**src/rtl/ram_fifo_ctrl_if.sv**
```systemverilog
// Handshake/status bundle between a FIFO producer/consumer and ram_fifo_ctrl.
// With ALMOST_FLAGS_EN defined the bundle also carries almost_full/almost_empty.
interface ram_fifo_ctrl_if #(
    parameter int ADDR_W = 6
);
    logic              push;
    logic              pop;
    logic              we;
    logic [ADDR_W-1:0] write_addr;
    logic [ADDR_W-1:0] read_addr;
    logic              rd_valid;
    logic              full;
    logic              empty;
    logic [ADDR_W:0]   count;
    logic              overflow;
    logic              underflow;
`ifdef ALMOST_FLAGS_EN
    logic              almost_full;
    logic              almost_empty;
`endif

    modport master (
        output push, pop,
        input  we, write_addr, read_addr, rd_valid, full, empty, count,
`ifdef ALMOST_FLAGS_EN
        input  almost_full, almost_empty,
`endif
        input  overflow, underflow
    );

    modport slave (
        input  push, pop,
        output we, write_addr, read_addr, rd_valid, full, empty, count,
`ifdef ALMOST_FLAGS_EN
        output almost_full, almost_empty,
`endif
        output overflow, underflow
    );
endinterface

```
**src/rtl/ram_fifo_ctrl.sv**
```systemverilog
// FIFO controller driving a single-clock RAM with 1-cycle registered read.
// Optional almost_full/almost_empty flags are enabled by defining ALMOST_FLAGS_EN.
module ram_fifo_ctrl #(
    parameter int ADDR_W   = 6,
    parameter int AF_LEVEL = 60,
    parameter int AE_LEVEL = 4
) (
    input  logic           clk,
    input  logic           rst,
    ram_fifo_ctrl_if.slave bus
);
    localparam int              DEPTH   = 1 << ADDR_W;
    localparam logic [ADDR_W:0] DEPTH_C = (ADDR_W+1)'(DEPTH);

    logic [ADDR_W-1:0] wr_ptr, rd_ptr;
    logic [ADDR_W:0]   count_q, count_nxt;
    logic              full_q, empty_q;
    logic              rd_valid_q, overflow_q, underflow_q;
    logic              do_wr, do_rd;

    // Acceptance only looks at registered flags, so no push/pop-to-flag comb path.
    assign do_wr = bus.push & ~full_q;
    assign do_rd = bus.pop  & ~empty_q;

    always_comb begin
        count_nxt = count_q;
        case ({do_wr, do_rd})
            2'b10:   count_nxt = count_q + 1'b1;
            2'b01:   count_nxt = count_q - 1'b1;
            default: count_nxt = count_q;
        endcase
    end

    always_ff @(posedge clk) begin
        if (rst) begin
            wr_ptr      <= '0;
            rd_ptr      <= '0;
            count_q     <= '0;
            full_q      <= 1'b0;
            empty_q     <= 1'b1;
            rd_valid_q  <= 1'b0;
            overflow_q  <= 1'b0;
            underflow_q <= 1'b0;
        end else begin
            if (do_wr) wr_ptr <= wr_ptr + 1'b1;
            if (do_rd) rd_ptr <= rd_ptr + 1'b1;
            count_q     <= count_nxt;
            // Pointers coincide both when full and empty; count disambiguates.
            full_q      <= (count_nxt == DEPTH_C);
            empty_q     <= (count_nxt == '0);
            rd_valid_q  <= do_rd;
            overflow_q  <= bus.push & full_q;
            underflow_q <= bus.pop & empty_q;
        end
    end

`ifdef ALMOST_FLAGS_EN
    logic almost_full_q, almost_empty_q;

    always_ff @(posedge clk) begin
        if (rst) begin
            almost_full_q  <= 1'b0;
            almost_empty_q <= 1'b1;
        end else begin
            almost_full_q  <= (count_nxt >= (ADDR_W+1)'(AF_LEVEL));
            almost_empty_q <= (count_nxt <= (ADDR_W+1)'(AE_LEVEL));
        end
    end

    assign bus.almost_full  = almost_full_q;
    assign bus.almost_empty = almost_empty_q;
`endif

    assign bus.we         = do_wr;
    assign bus.write_addr = wr_ptr;
    assign bus.read_addr  = rd_ptr;
    assign bus.rd_valid   = rd_valid_q;
    assign bus.full       = full_q;
    assign bus.empty      = empty_q;
    assign bus.count      = count_q;
    assign bus.overflow   = overflow_q;
    assign bus.underflow  = underflow_q;
endmodule

```
**src/flat_wrapper.sv**
```systemverilog
// flat-port wrapper written by rule: the top's interface ports become plain ports
module ram_fifo_ctrl_flat 
#(
    parameter int ADDR_W   = 6,
    parameter int AF_LEVEL = 60,
    parameter int AE_LEVEL = 4
)
  (clk, rst, bus_push, bus_pop, bus_we, bus_write_addr, bus_read_addr, bus_rd_valid, bus_full, bus_empty, bus_count, bus_overflow, bus_underflow);
  ram_fifo_ctrl_if #(.ADDR_W(ADDR_W)) bus_i ();
  input  logic clk;
  input  logic rst;
  input wire logic [$bits(bus_i.push)-1:0] bus_push;
  input wire logic [$bits(bus_i.pop)-1:0] bus_pop;
  output wire logic [$bits(bus_i.we)-1:0] bus_we;
  output wire logic [$bits(bus_i.write_addr)-1:0] bus_write_addr;
  output wire logic [$bits(bus_i.read_addr)-1:0] bus_read_addr;
  output wire logic [$bits(bus_i.rd_valid)-1:0] bus_rd_valid;
  output wire logic [$bits(bus_i.full)-1:0] bus_full;
  output wire logic [$bits(bus_i.empty)-1:0] bus_empty;
  output wire logic [$bits(bus_i.count)-1:0] bus_count;
  output wire logic [$bits(bus_i.overflow)-1:0] bus_overflow;
  output wire logic [$bits(bus_i.underflow)-1:0] bus_underflow;
  assign bus_i.push = bus_push;
  assign bus_i.pop = bus_pop;
  assign bus_we = bus_i.we;
  assign bus_write_addr = bus_i.write_addr;
  assign bus_read_addr = bus_i.read_addr;
  assign bus_rd_valid = bus_i.rd_valid;
  assign bus_full = bus_i.full;
  assign bus_empty = bus_i.empty;
  assign bus_count = bus_i.count;
  assign bus_overflow = bus_i.overflow;
  assign bus_underflow = bus_i.underflow;
  ram_fifo_ctrl #(.ADDR_W(ADDR_W), .AF_LEVEL(AF_LEVEL), .AE_LEVEL(AE_LEVEL)) u_core (.clk(clk), .rst(rst), .bus(bus_i));
endmodule
```
**config.mk**
```make
export PLATFORM = sky130hd
export DESIGN_NAME = ram_fifo_ctrl_flat
export DESIGN_NICKNAME = d
export VERILOG_FILES = /design/src/rtl/ram_fifo_ctrl_if.sv /design/src/rtl/ram_fifo_ctrl.sv /design/src/flat_wrapper.sv
export SDC_FILE = /design/constraint.sdc
export NUM_CORES = 1
export LEC_CHECK = 0
export ABC_AREA = 1
export CORE_MARGIN = 2
export CORE_UTILIZATION = 53
export CTS_CLUSTER_SIZE = 30
export DETAILED_ROUTE_END_ITERATION = 8
export GPL_ROUTABILITY_DRIVEN = 0
export PLACE_DENSITY_LB_ADDON = 0.12
export SLEW_MARGIN = 20
export SYNTH_ARGS = -nofsm -noshare
export SYNTH_HDL_FRONTEND = slang
export SYNTH_SLANG_ARGS = --single-unit
export TNS_END_PERCENT = 1
```
**constraint.sdc**
```tcl
create_clock -name clk -period 4.34 [get_ports clk]
set_input_delay 0.868 -clock clk [delete_from_list [all_inputs] [get_ports clk]]
set_output_delay 0.868 -clock clk [all_outputs]
set_load 0.005 [all_outputs]
```
==> impl_metrics.csv <==
group,metric,value,unit
synth,synth_area_per_cell,7.01,µm²
clock_tree,cts_buffer_depth,2,
routing,drcViolationCount,0,
placement,place_ws,1.06,ns
die,fp.dieH,53.6,µm
global_route,grt_pass1_wl,4830,µm
clock_tree,cts_tree,"done",
synth,yosys_warnings,0,
global_route,grt_max_degree,18,
synth,synthCells,186,
critical_path,start_kind,"input port",
synth,ys_seq_elements,24,
synth,synthFlopType,"dfxtp_1",
timing,fin_hold_ws,0.464,ns
critical_path,cp_max_fo,9,
routing,ant_nets,0,
placement,hpwlAfterDp,2260,µm
pwr,power,546,µW
clock_tree,clkSinkCount,24,
timing,rsz0062_at_grt,"no",
timing,layout_min_cycle_time,3.03,ns
die,die_x,53.6,µm
timing,tightest_slew,0.628,ns
timing,fin_crit_sh,69.9,%
timing,finalWorstSetupSlack,1.31,ns
clock_tree,cts_htree_levels,1,
global_route,antenna_found_initial,0,
synth,yosysTopAreaCell,"dfxtp_1",
critical_path,endpoint_kind,"primary output",
clock_tree,post_cts_resized,0,
synth,synth_top_area_share,36.9,%
synth,synth_area_leaders,"dfxtp_1 37%, nand2_1 12%, inv_1 6.9%",
timing,clock_skew,0.00247,ns
critical_path,criticalPathCategory,"input port to primary output",
timing,maxSlewViolCount,0,
clock_tree,holdBufCountCts,0,
clock_tree,cts_setup_buffers,0,
routing,drt_iter0_drc,32,
synth,synth.most_common_cell,"nand2_1",
routing,drt-total-wl,2870,µm
pwr,irDropWorstVdd,0.000253,V
routing,vias_per_cell,5.11,
die,ios,29,
timing,final-hold-violation-count,0,
routing,vias,1237,
layout,drive_above_1_share,9.81,%
layout,num_antenna_cells,0,
routing,drt-wirelength-per-cell,11.9,µm
timing,final.setup.tns,0,ns
synth,synth.net_count,194,
synth,synth_common_cells,"43 x nand2_1, 24 x dfxtp_1, 24 x inv_1",
timing,relSlewSlack,58.0,%
clock_tree,clkLatencyLatePin,0.31,ns
status,outcome,"completed",
synth,synthArstFlopShare,0,%
clock_tree,cts_made_buffers,3,
clock_tree,cts_root_buf,"clkbuf_4",
synth,syn_area,1300,µm²
global_route,first_global_vias,1150,
global_route,grt.overflow.total,0,
synth,ys_seq_area_share,36.9,%
synth,synth.distinct_cells,28,
die,placeableCoreArea,2280,µm²
die,initial_core_util,57.3,%
critical_path,critPathRequiredTime,3.47,ns
pwr,power_density,336,nW/µm²
timing,clock.fmax,0.330,GHz
layout,final_nets,223,
die,std_cell_rows,17,
global_route,grt_usage,22.8,%
layout,fillers,212,
timing,setup_viol,0,
critical_path,arrival,2.16,ns
hold_path,hold_class,"register to register",
placement,portBuffers,28,
clock_tree,path_clk_slew,0.12,ns
die,die-area,2870,µm²
flow_run,maxCapViolations,0,
pwr,p_leak,0.738,nW
layout,syn_to_final_growth,24.6,%
synth,synth_edf_count,0,
routing,first_pass_iters,4,
-- routing by layer --
layer	global-route usage [%]	up-vias	part of all wire, %
met3	2.22	7	2.9
met1	27.6	553	44
met5	0	-	0
met2	40.7	30	52
met4	10.3	0	1.6
li1	-	647	-
-- layout by cell type (no fill, tap or decap), drive strengths merged --
cell type and instances:
nand3 19, clkdlybuf4s50 28, nand2 53, nand4 2, dfxtp 24, a31oi 1, nor3 3, nor2 24
a21oi 9, xor2 3, nor3b 1, nand3b 3, o21bai 1, and3 1, ha 4, o21ai 8
inv 25, o21a 1, clkbuf 4
-- power by group --
group          switching [mW]  total (mW)  internal [mW]
registers              0.0207       0.260          0.239
logic                  0.0943       0.169         0.0751
clock network          0.0654       0.117         0.0513
-- final timing paths --
path | cells past startpoint | slack (ns) | start | to
min reg2reg | 2 | 0.46 | u_core.bus.full | u_core.bus.overflow
max | 4 | 1.31 | bus_push | bus_we
min | 2 | 0.46 | u_core.bus.full | u_core.bus.overflow
max reg2reg | 15 | 2.04 | u_core.bus.empty | u_core.bus.empty
-- layout make-up --
class | count | area [µm²] | share of cell area, %
Tap cell | 28 | 35.0 | 2.16
Sequential cell | 24 | 480 | 29.6
Timing Repair Buffer | 28 | 280 | 17.3
Clock buffer | 4 | 36.3 | 2.23
Multi-Input combinational cell | 133 | 698 | 43.0
Inverter | 25 | 93.8 | 5.78
-- registers in the layout, summed over array words and instances, names as in the netlist --
signal / count
u_core.bus.rd_valid: 1
u_core.bus.empty: 1
u_core.bus.read_addr: 6
u_core.bus.count: 7
u_core.bus.underflow: 1
u_core.bus.write_addr: 6
u_core.bus.overflow: 1
u_core.bus.full: 1
-- logic make-up after synthesis --
kind of cell               Yosys count  share of synthesized area [%]
and+or+nand+nor                    106                           39.3
AOI/OAI and AO/OA                   20                           8.45
DFF                                 24                           36.9
adders and majority gates            4                           3.84
xor gates and xnor gates             3                           2.02
buffers and inverters               29                           9.60
-- stage by stage --
stage / utilization (%) / cell area [µm²] / cells
final: 71.4 / 1620 / 242
after global routing: 71.4 / 1620 / 242
after CTS: 71.4 / 1620 / 242
after detailed placement: 69.8 / 1590 / 238
after global placement: 69.8 / 1590 / 238
after floorplan: - / 1300 / 186
-- critical path, cell delays in order --
cell             delay [ns]
clkdlybuf4s50_1        0.52
nand2_4                0.11
inv_1                  0.14
clkdlybuf4s50_1        0.52
Power figures use the tool's default switching activity.
